File: config.mk
export PLATFORM = sky130hd
export DESIGN_NAME = hazard_unit_mc
export DESIGN_NICKNAME = d
export VERILOG_FILES = /design/src/rtl/hazard_pkg.sv /design/src/rtl/mdu_scoreboard.sv /design/src/rtl/hazard_unit_mc.sv
export SDC_FILE = /design/constraint.sdc
export NUM_CORES = 1
export LEC_CHECK = 0
export CAP_MARGIN = 15
export CORE_UTILIZATION = 48
export CTS_CLUSTER_SIZE = 40
export DETAILED_ROUTE_END_ITERATION = 7
export PLACE_DENSITY = 0.79
export SLEW_MARGIN = 20
export SYNTH_ARGS = -nofsm -noshare
export SYNTH_HDL_FRONTEND = slang
export SYNTH_SLANG_ARGS = --single-unit
File: constraint.sdc
create_clock -name CLK -period 3.2 [get_ports CLK]
set_input_delay 0.64 -clock CLK [delete_from_list [all_inputs] [get_ports CLK]]
set_output_delay 0.64 -clock CLK [all_outputs]
set_load 0.01 [all_outputs]
File: src/rtl/hazard_pkg.sv
// Shared types for the pipeline hazard/forwarding controller.
// Forwarding select encodings and the hazard class chosen each cycle.
package hazard_pkg;

  typedef enum logic [1:0] {
    FWD_NONE = 2'b00,
    FWD_W    = 2'b01,
    FWD_M    = 2'b10
  } fwd_sel_e;

  // Ordered from highest to lowest priority; exactly one class wins per cycle.
  typedef enum logic [1:0] {
    HZ_NONE    = 2'b00,
    HZ_MEM     = 2'b01,
    HZ_MSTRUCT = 2'b10,
    HZ_DATA    = 2'b11
  } hz_class_e;

  function automatic int mdu_cnt_w(input int latency);
    return $clog2(latency + 1);
  endfunction

endpackage

File: src/rtl/mdu_scoreboard.sv
// Multi-cycle MDU busy tracker: loads the latency on issue, counts down to idle.
// Counting continues while the memory stage is frozen; only a new issue is held off.
module mdu_scoreboard
  import hazard_pkg::*;
#(
  parameter int MDU_LATENCY = 4
) (
  input  logic clk,
  input  logic reset,
  input  logic start,
  input  logic hold,
  output logic busy
);

  localparam int MDU_CNT_W = mdu_cnt_w(MDU_LATENCY);
  localparam logic [MDU_CNT_W-1:0] LOAD_VAL = MDU_CNT_W'(MDU_LATENCY);

  logic [MDU_CNT_W-1:0] cnt;
  logic [MDU_CNT_W-1:0] cnt_next;
  logic                 issue;

  always_comb begin
    issue    = start && !busy && !hold;
    cnt_next = cnt;
    if (issue) begin
      cnt_next = LOAD_VAL;
    end else if (cnt != '0) begin
      cnt_next = cnt - MDU_CNT_W'(1);
    end
  end

  // Busy is kept as its own flop so it is a clean registered output.
  always_ff @(posedge clk) begin
    if (reset) begin
      cnt  <= '0;
      busy <= 1'b0;
    end else begin
      cnt  <= cnt_next;
      busy <= (cnt_next != '0);
    end
  end

endmodule

File: src/rtl/hazard_unit_mc.sv
// Hazard/forwarding controller for the 5-stage pipeline with MDU scoreboard,
// memory-wait freeze, prioritised stall/flush and saturating perf counters.
module hazard_unit_mc
  import hazard_pkg::*;
#(
  parameter int REG_ADDR_W  = 5,
  parameter int MDU_LATENCY = 4,
  parameter int CNT_W       = 32
) (
  input  logic                  CLK,
  input  logic                  reset,
  input  logic [REG_ADDR_W-1:0] RsD,
  input  logic [REG_ADDR_W-1:0] RtD,
  input  logic [REG_ADDR_W-1:0] RsE,
  input  logic [REG_ADDR_W-1:0] RtE,
  input  logic [REG_ADDR_W-1:0] WriteRegE,
  input  logic [REG_ADDR_W-1:0] WriteRegM,
  input  logic [REG_ADDR_W-1:0] WriteRegW,
  input  logic                  RegWriteE,
  input  logic                  RegWriteM,
  input  logic                  RegWriteW,
  input  logic                  MemtoRegE,
  input  logic                  MemtoRegM,
  input  logic                  BranchD,
  input  logic                  JumpRegD,
  input  logic                  PCSrcD,
  input  logic                  MduStartE,
  input  logic                  MduReadD,
  input  logic                  MemReqM,
  input  logic                  MemReadyM,
  output logic [1:0]            ForwardAE,
  output logic [1:0]            ForwardBE,
  output logic                  ForwardAD,
  output logic                  ForwardBD,
  output logic                  StallF,
  output logic                  StallD,
  output logic                  StallE,
  output logic                  StallM,
  output logic                  FlushD,
  output logic                  FlushE,
  output logic                  FlushM,
  output logic                  FlushW,
  output logic                  MduBusy,
  output logic [CNT_W-1:0]      StallCycles,
  output logic [CNT_W-1:0]      RedirectCount
);

  function automatic fwd_sel_e fwd_ex(
    input logic [REG_ADDR_W-1:0] src,
    input logic [REG_ADDR_W-1:0] wr_m,
    input logic                  we_m,
    input logic [REG_ADDR_W-1:0] wr_w,
    input logic                  we_w
  );
    if (src == '0)                   return FWD_NONE;
    else if (we_m && src == wr_m)    return FWD_M;
    else if (we_w && src == wr_w)    return FWD_W;
    else                             return FWD_NONE;
  endfunction

  // Branch operands are compared in D, so any producer still in E, or a load in M, must stall.
  function automatic logic br_dep(
    input logic [REG_ADDR_W-1:0] src,
    input logic [REG_ADDR_W-1:0] wr_e,
    input logic                  we_e,
    input logic [REG_ADDR_W-1:0] wr_m,
    input logic                  ld_m
  );
    return (src != '0) && ((we_e && src == wr_e) || (ld_m && src == wr_m));
  endfunction

  fwd_sel_e  fwd_a_e;
  fwd_sel_e  fwd_b_e;
  hz_class_e hz_class;
  logic      lwstall;
  logic      brstall;
  logic      rdstall;
  logic      memstall;
  logic      mstruct;

  always_comb begin
    fwd_a_e = fwd_ex(RsE, WriteRegM, RegWriteM, WriteRegW, RegWriteW);
    fwd_b_e = fwd_ex(RtE, WriteRegM, RegWriteM, WriteRegW, RegWriteW);
  end

  assign ForwardAE = fwd_a_e;
  assign ForwardBE = fwd_b_e;
  assign ForwardAD = (RsD != '0) && (RsD == WriteRegM) && RegWriteM;
  assign ForwardBD = (RtD != '0) && (RtD == WriteRegM) && RegWriteM;

  assign lwstall  = MemtoRegE && (WriteRegE != '0) &&
                    ((RsD == WriteRegE) || (RtD == WriteRegE));
  assign brstall  = (BranchD &&
                     (br_dep(RsD, WriteRegE, RegWriteE, WriteRegM, MemtoRegM) ||
                      br_dep(RtD, WriteRegE, RegWriteE, WriteRegM, MemtoRegM))) ||
                    (JumpRegD && br_dep(RsD, WriteRegE, RegWriteE, WriteRegM, MemtoRegM));
  assign rdstall  = MduReadD && MduBusy;
  assign memstall = MemReqM && !MemReadyM;
  assign mstruct  = MduStartE && MduBusy;

  always_comb begin
    StallF   = 1'b0;
    StallD   = 1'b0;
    StallE   = 1'b0;
    StallM   = 1'b0;
    FlushD   = 1'b0;
    FlushE   = 1'b0;
    FlushM   = 1'b0;
    FlushW   = 1'b0;
    hz_class = HZ_NONE;
    if (memstall) begin
      hz_class = HZ_MEM;
    end else if (mstruct) begin
      hz_class = HZ_MSTRUCT;
    end else if (lwstall || brstall || rdstall) begin
      hz_class = HZ_DATA;
    end
    if (!reset) begin
      unique case (hz_class)
        HZ_MEM: begin
          StallF = 1'b1;
          StallD = 1'b1;
          StallE = 1'b1;
          StallM = 1'b1;
          FlushW = 1'b1;
        end
        HZ_MSTRUCT: begin
          StallF = 1'b1;
          StallD = 1'b1;
          StallE = 1'b1;
          FlushM = 1'b1;
        end
        HZ_DATA: begin
          StallF = 1'b1;
          StallD = 1'b1;
          FlushE = 1'b1;
        end
        default: begin
          // Only reachable with D unstalled, so a redirect can never squash a held instruction.
          FlushD = PCSrcD || JumpRegD;
        end
      endcase
    end
  end

  mdu_scoreboard #(
    .MDU_LATENCY (MDU_LATENCY)
  ) u_mdu_scoreboard (
    .clk   (CLK),
    .reset (reset),
    .start (MduStartE),
    .hold  (memstall),
    .busy  (MduBusy)
  );

  always_ff @(posedge CLK) begin
    if (reset) begin
      StallCycles   <= '0;
      RedirectCount <= '0;
    end else begin
      if (StallF && (StallCycles != '1)) begin
        StallCycles <= StallCycles + CNT_W'(1);
      end
      if (FlushD && (RedirectCount != '1)) begin
        RedirectCount <= RedirectCount + CNT_W'(1);
      end
    end
  end

endmodule
== Word level (Yosys, flattened, before mapping) ==
Cells that the tools add are included.
Word-level totals
  register bits after elaboration: 68
  logic and storage cells: 88
Operators by class
  muxes and demuxes: 23
  add/sub/neg operators: 3
  reductions and logical operators: 45
  eq/ne operators: 13
Operators by type and width (number)
  32-bit by 1-bit adder with 32-bit output, second input constant: 2
  32-bit inequality test, second input constant: 2
  5-bit equality test: 8
  1-bit logical AND: 25
  5-bit nonzero test: 3
  1-bit 2-to-1 mux: 14
  2-bit 2-to-1 mux: 7
  5-bit logical NOT: 2
  1-bit logical OR: 8
  3-bit 2-to-1 mux: 2
  3-bit nonzero test: 2
  2-bit equality test, second input constant: 2
  1-bit logical NOT: 3
  3-bit OR reduction: 1
  3-bit by 1-bit subtractor with 3-bit output, second input constant: 1
  2-bit by 1-bit equality test with 1-bit output, second input constant: 1
  2-bit OR reduction: 1

== Longest topological paths before layout ==
Gate-level depths: netlist (run 1).
  depth in word-level cells: 17
  mapped depth: 12
  mapped depth without buffers: 9

== By module ==
From an unflattened synthesis (run 1), not the netlist that was laid out.
Unflattened totals
  cell total of the unflattened synthesis: 528
  area total of the unflattened synthesis: 4301.6 um2
By module, submodules not included
  hazard_unit_mc: cells each 504, area each 4088.9 um2, times used 1, seq. area each 1281.2 um2
  mdu_scoreboard: cells each 24, area each 212.7 um2, times used 1, seq. area each 80.1 um2

== Worst setup path after synthesis (run 1) ==
No wires, ideal clock.
  kind: input to output
  from: input port WriteRegM[0]
  to: output port StallF
  slack: 0.106 ns
  required time: 2.560 ns
  cell stages on the path: 11
  path buffers: 5
  arrival: 2.454 ns
  path through: buf_2 xnor2_1 nand2_1 nor4_1 nor3_2 and3b_2 buf_6 buf_6 buf_6 a21oi_1 buf_4
On the way
  word-level cells in the longest chain between the ends: 16
Ends and longest elaborated chain
  from (decl): RTL line hazard_unit_mc.sv:17  | input logic [REG_ADDR_W-1:0] WriteRegM,
  5-bit equality test: RTL line hazard_unit_mc.sv:69  | return (src != '0) && ((we_e && src == wr_e) || (ld_m && src == wr_m));
  1-bit logical AND: RTL line hazard_unit_mc.sv:69
  1-bit logical OR: RTL line hazard_unit_mc.sv:69
  1-bit logical AND: RTL line hazard_unit_mc.sv:69
  1-bit logical OR: RTL line hazard_unit_mc.sv:94  | (br_dep(RsD, WriteRegE, RegWriteE, WriteRegM, MemtoRegM) ||
  1-bit logical AND: RTL line hazard_unit_mc.sv:93  | assign brstall = (BranchD &&
  1-bit logical OR (*): RTL line hazard_unit_mc.sv:95  | br_dep(RtD, WriteRegE, RegWriteE, WriteRegM, MemtoRegM))) ||
  1-bit logical OR (*) (2 in a row): RTL line hazard_unit_mc.sv:115  | end else if (lwstall || brstall || rdstall) begin
  2-bit 2-to-1 mux (*): RTL line hazard_unit_mc.sv:115
  2-bit 2-to-1 mux (*): RTL line hazard_unit_mc.sv:113  | end else if (mstruct) begin
  2-bit 2-to-1 mux (*): RTL line hazard_unit_mc.sv:111  | if (memstall) begin
  2-bit by 1-bit equality test with 1-bit output / 2-bit equality test (equally long branches)
  3-bit OR reduction (no source line) (*)
  1-bit 2-to-1 mux (*) (2 in a row)
  to (decl): RTL line hazard_unit_mc.sv:35  | output logic StallF,
Every way passes the cells marked *; elsewhere a longest branch is shown, timed or not.

== Worst setup path in the final report (run 1) ==
  from: input port JumpRegD
  to: register RedirectCount[31]
On the way
  word-level cells in the longest chain between the ends: 12
Ends and longest elaborated chain
  from (decl): RTL line hazard_unit_mc.sv:25  | input logic JumpRegD,
  1-bit logical AND: RTL line hazard_unit_mc.sv:96  | (JumpRegD && br_dep(RsD, WriteRegE, RegWriteE, WriteRegM, MemtoRegM));
  1-bit logical OR: RTL line hazard_unit_mc.sv:95
  1-bit logical OR (2 in a row): RTL line hazard_unit_mc.sv:115
  2-bit 2-to-1 mux: RTL line hazard_unit_mc.sv:115
  2-bit 2-to-1 mux: RTL line hazard_unit_mc.sv:113
  2-bit 2-to-1 mux: RTL line hazard_unit_mc.sv:111
  2-bit by 1-bit equality test with 1-bit output / 2-bit equality test (equally long branches): RTL line hazard_unit_mc.sv:119  | unique case (hz_class)
  3-bit OR reduction (no source line)
  1-bit 2-to-1 mux (*): RTL line hazard_unit_mc.sv:119
  1-bit 2-to-1 mux (*): RTL line hazard_unit_mc.sv:118  | if (!reset) begin
  1-bit logical AND (*): RTL line hazard_unit_mc.sv:164  | if (FlushD && (RedirectCount != '1)) begin
  to (signal assigned): RTL line hazard_unit_mc.sv:165  | RedirectCount <= RedirectCount + CNT_W'(1);
  to (decl): RTL line hazard_unit_mc.sv:45  | output logic [CNT_W-1:0] RedirectCount
Marks and branches as above.
A chain may end at the register's enable or synchronous reset.

==> results of run 1 <==
==> cells in the mapped netlist, types with 6 or more instances <==
| cell | count | area share, % |
|---|---|---|
| nor2_1 | 74 | 6.7 |
| dfxtp_1 | 68 | 33 |
| xnor2_1 | 56 | 12 |
| nand3_1 | 35 | 4.2 |
| xor2_1 | 34 | 7.1 |
| nand2_1 | 32 | 2.9 |
| a21oi_1 | 31 | 3.7 |
| nand4_1 | 28 | 4.2 |
| and3_1 | 14 | 2.1 |
| clkbuf_1 | 14 | 1.3 |
| nor3_1 | 13 | 1.6 |
| nor4_1 | 11 | 1.7 |
| inv_1 | 9 | 0.81 |
| or4_1 | 8 | 1.4 |
| a211oi_1 | 6 | 1.1 |
| and4_1 | 6 | 1.3 |
==> timing repair <==
action | 4_1_cts | 5_1_grt
pin swaps | 6 | 13
gates resized for setup | 41 | 42
hold buffers | 0 | 0
buffers inserted | 13 | 1
setup endpoints to repair | 6 | 15
==> power breakdown <==
group          switching [mW]  leakage, nW  internal, mW  total [mW]
clock                   0.321       0.0959         0.353       0.674
combinational           0.392         1.57         0.364       0.756
sequential             0.0486        0.549         0.887       0.935
==> registers in the layout, indices dropped and copies added (netlist names) <==
register,count
u_mdu_scoreboard.cnt,3
u_mdu_scoreboard.busy,1
RedirectCount,32
StallCycles,32
==> cells by family after synthesis <==
logic type               count (synthesis)  share of synthesized area (%)
AND/OR/NAND/NOR                        252                          31.93
XOR/XNOR                                90                          18.92
flip-flops                              68                          32.68
AO/OA/AOI/OAI                           62                          9.733
buffers and inverters                   36                          4.446
adder cells (fa/ha/maj)                  5                          1.502
multiplexers                             3                         0.7810
==> per-layer routing <==
layer | vias to the layer above | part of all wire, % | track usage, %
li1 | 2145 | - | -
met2 | 167 | 49 | 45.18
met5 | - | 0 | 0
met1 | 2056 | 44 | 34.67
met4 | 0 | 1.7 | 7.955
met3 | 18 | 5.4 | 4.785
==> critical path: stages <==
cell,delay (ps)
clkdlybuf4s50_1,490
buf_4,130
o21ai_0,100
nor2_2,160
a22oi_2,90
buf_4,160
buf_4,130
buf_4,120
buf_4,130
buf_4,130
buf_4,120
buf_4,120
buf_4,130
buf_4,120
and4b_1,170
nand4_1,140
mux2_4,310
==> worst paths after layout <==
path	cells past startpoint	to	slack, ps
worst max-delay path	17	RedirectCount[31]	20
worst min-delay path	2	RedirectCount[27]	510
worst max register to register	9	RedirectCount[31]	260
worst min register to register	2	RedirectCount[27]	510
==> cell type report <==
class | instances | area (um2)
Multi-Input combinational cell | 412 | 2755
Timing Repair Buffer | 176 | 1605
Sequential cell | 68 | 1361
Inverter | 9 | 33.78
Clock buffer | 10 | 127.6
Tap cell | 105 | 131.4
Fill cell | 635 | 2231
Clock inverter | 5 | 53.80
==> metrics by stage <==
step / cells / setup TNS [ps] / utilization, % / power [mW]
global route: 785 / -138.7 / 73.12 / 2.481
detailed placement: 757 / -4538 / 68.51 / 1.614
global placement: 757 / -3486 / 68.51 / 1.582
floorplan: 516 / 0 / - / 1.344
CTS: 785 / -161.4 / 72.28 / 2.340
finish: 785 / 0 / 73.12 / 2.366
==> cell usage in the layout (no fill, tap or decap), drive strengths merged, types with 3 or more instances in the layout <==
cell type        n
nor3b            4
and3            14
clkinv           4
dlygate4sd2      7
or3              5
nor2            74
clkdlybuf4s15    3
or4              9
nor4            12
dlymetal6s2s     6
nand4           28
xor2            34
o31ai            4
a2111oi          5
ha               5
o21ai            6
clkdlybuf4s50  100
nand3           37
and4             6
and2             3
dfxtp           68
nor2b            5
inv              9
clkbuf          17
a211oi           6
nor3            14
xnor2           56
a21oi           31
buf             53
nand2           33
==> run metrics, run 1 <==
status=complete, no violations; area grow syn2layout=45.69%; vias in the first global route=4161; Syn Nets=570; Synth Instances=516; Clock Latency Late Sink=330 ps; setup violators final=0; initial antenna violation count=0; Clock Tree Root=clkbuf_8; FP Rows=33; DRC errors left=0; largest net degree at the start of global routing=50; GP Congestion=0.8705; CTS tree=done; RR Startpoint=RedirectCount[1]; total global-route track usage=26.79%; worst hold-check path type=flip-flop to flip-flop; Seq/Total Area, Yosys=32.68%; Startpoint Class=primary input; n_diodes=0; Placed Area=5685 um2; H-tree depth=3; Slew Limit Fails=0; nets=730; CP max FO=3; layout cell share with drive strength beyond 1=16.32%; Finished Cell Area=6068 um2; Die Wd=95.16 um; pre-CTS setup slack=-578.5 ps; CP arrival=3400 ps; IO buf count=127; CP endpoint kind=flip-flop; worst hold slack=505.1 ps; number of synthesized flops with an enable pin=0; Die Y=95.16 um; kind of critical path=primary input to flip-flop; via density per instance=5.587; DRT iter0 DRCs=174; die area=9054 um2; final worst slack=23.10 ps; worst slew pin tran=689.3 ps; Hold Startpoint=RedirectCount[27]; first-pass GRT wire length=19.51 mm; skew final=10.66 ps; Final Cycle Share=99.28%; P_leak=2.215 nW; pwr dens=389.8 nW/um2; area of the mapped netlist=4165 um2; overall routed net length=12.04 mm; CP Launch Point=JumpRegD; Synth Flop Type=dfxtp_1; YS warnings=0; #FFs+latches synth=68; vias post-DR=4386; DRT Pass-1 Iters=5; GRT Residual Overflow=0; Synth Area per Inst=8.072 um2; Worst EP required=3420 ps; async set-or-reset flop fraction in the synthesized netlist=0%; hpwl dp=8.687 mm; IO Pins=128; Max Clk Rate=314.8 MHz; Clock Tree Buf Depth=2; maximum vdd drop=0.2913 mV; Final ANT Viol Nets=0; CTS Buf Count=9; Unique masters post-synth=53; Hold Violations, Final=0; Initial Util=50.19%; max_slew headroom=53.88%; Max-cap violations=0; average wire per standard cell=15.34 um; Clock Sinks=68; Period minus WS final=3177 ps; CTS clk-pin slew, worst paths=80 ps; core footprint=8299 um2
(Power assumes the default switching activity.)
==> run 2: changes to the inputs <==
--- a/config.mk
+++ b/config.mk
@@ -9,7 +9,7 @@
 export CORE_UTILIZATION = 48
 export CTS_CLUSTER_SIZE = 40
 export DETAILED_ROUTE_END_ITERATION = 7
-export PLACE_DENSITY = 0.79
+export PLACE_DENSITY = 0.82
 export SLEW_MARGIN = 20
 export SYNTH_ARGS = -nofsm -noshare
 export SYNTH_HDL_FRONTEND = slang
==> run metrics, run 2 (synthesized netlist as in run 1, its figures left out) <==
total global-route track usage=25.66%; Clock Latency Late Sink=330 ps; Final ANT Viol Nets=0; pwr dens=384.7 nW/um2; n_diodes=0; Clock Tree Buf Depth=2; average wire per standard cell=14.60 um; Power Internal=1.567 mW; vias in the first global route=4066; DRT Pass-1 Iters=5; Die Wd=95.16 um; CTS clk-pin slew, worst paths=60 ps; Clock Tree Root=clkbuf_8; Max-cap violations=0; hold buffer count at CTS=0; Max Clk Rate=320.6 MHz; Startpoint Class=primary input; nets=719; Hold Violations, Final=0; Regs by FF count=RedirectCount: 32 flops, StallCycles: 32 flops, u_mdu_scoreboard.cnt: 3 flops; Switch Pwr=0.7330 mW; dominant delay contributor by cell family on the critical path=simple AND/OR/NAND/NOR gates; Die Y=95.16 um; GP Congestion=0.8635; Initial Util=50.19%; DRC errors left=0; initial antenna violation count=0; core footprint=8299 um2; Clock Sinks=68; CP endpoint kind=output port; Slew Limit Fails=0; DRT iter0 DRCs=235; worst hold-check path type=flip-flop to flip-flop; skew final=11.28 ps; CTS Buf Count=9; combinational cell fraction of total power=30.2%; CTS tree=done; most frequent cells in the layout=clkdlybuf4s50_1, nor2_1, dfxtp_1, xnor2_1, buf_4; layout cell share with drive strength beyond 1=13.43%; Finished Cell Area=5979 um2; CP max FO=3; RSZ-0062 raised after global routing=yes; FP Rows=33; Period minus WS final=3119 ps; Final Cycle Share=97.48%; IO buf count=127; kind of critical path=primary input to output port; H-tree depth=3; via density per instance=5.554; vias post-DR=4304; commonest non-fill, non-tap cell in the layout=clkdlybuf4s50_1; Final Non-Filler Cells=775; area grow syn2layout=43.56%; Sw Ratio=31.87%; IO Pins=128; status=complete, no violations; placed insts=756; Placed Area=5678 um2; Worst EP required=2560 ps; crit path cell chain=dlygate4sd2_1, or4_4, nor2_4, nor4_2, nor3_2, and3b_2, buf_4, nand2_1, nor2_2, buf_2; hpwl dp=8.531 mm; final setup TNS=0 ps; total chip power=2.300 mW; max_slew headroom=55.76%; fillcell total=634; clock share of power=29.2%; worst slew pin tran=661.1 ps; overall routed net length=11.32 mm; CP arrival=2480 ps; Buf/Inv on CP=3; largest net degree at the start of global routing=40; GRT Residual Overflow=0; die area=9054 um2; maximum vdd drop=0.3342 mV; first-pass GRT wire length=18.62 mm; Max stage delay on crit path=520 ps; Reg power frac=40.6%; setup violators final=0; Critical-path top delay cell=or4_4; P_leak=2.159 nW; Layout Utilization=72.05%
-- run 2: power groups by stage --
stage	sequential (mW)	combinational [mW]	clock (mW)
3_3_place_gp	0.952	0.629	0
3_5_place_dp	0.953	0.651	0
5_1_grt	0.942	0.755	0.731
2_1_floorplan	0.954	0.390	0
4_1_cts	0.934	0.667	0.689
6_report	0.935	0.694	0.672
-- run 2: worst min-delay path: cells and delay by family, from the launching register on --
kind            cells  cell delay [ps]
compound gates      1               50
flops               1              350
simple gates        1               70
-- run 2: path summary, 6_finish.rpt --
check                                      start           endpoint  slack [ps]  depth (start not counted)
worst min-delay path            RedirectCount[1]   RedirectCount[1]         510                          2
worst max register to register  RedirectCount[0]  RedirectCount[31]         290                          9
worst min register to register  RedirectCount[1]   RedirectCount[1]         510                          2
worst max-delay path                      RsD[3]             FlushD          80                         10
-- run 2: area by class of cell --
| class | instances | area (um2) | share of cell area (%) |
|---|---|---|---|
| clock buffer | 11 | 131.4 | 2.197 |
| clock inverter | 5 | 52.55 | 0.8788 |
| inverter | 9 | 33.78 | 0.5650 |
| multi-input combinational | 412 | 2735 | 45.74 |
| sequential | 68 | 1361 | 22.77 |
| tap | 105 | 131.4 | 2.197 |
| timing repair buffer | 165 | 1534 | 25.65 |
-- run 2: repair_timing --
item,4_1_cts,5_1_grt
pin swaps,6,10
gates resized for setup,50,19
endpoints found under the setup margin,9,9
setup buffers,2,1
-- run 2: metrics by stage --
step	hold slack, ps	worst slack (ps)
2_1_floorplan	491.4	105.7
3_3_place_gp	483.4	-553.7
3_5_place_dp	495.8	-562.9
4_1_cts	510.3	12.91
5_1_grt	554.0	2.222
6_report	514.8	80.75
-- run 2: metal layers --
layer  global-route usage [%]  wire length, um  share of wire [%]
met5                        0                0                  0
met3                    4.705              614                5.4
met4                    9.848              238                2.1
met2                    43.15             5646                 50
met1                    32.39             4816                 43
==> run 3: changes to the inputs <==
--- a/config.mk
+++ b/config.mk
@@ -10,7 +10,7 @@
 export CTS_CLUSTER_SIZE = 40
 export DETAILED_ROUTE_END_ITERATION = 7
 export PLACE_DENSITY = 0.82
-export SLEW_MARGIN = 20
+export SLEW_MARGIN = 10
 export SYNTH_ARGS = -nofsm -noshare
 export SYNTH_HDL_FRONTEND = slang
 export SYNTH_SLANG_ARGS = --single-unit
==> results of run 3 <==
The final DEF is identical to that of run 2; final timing and power are the same.
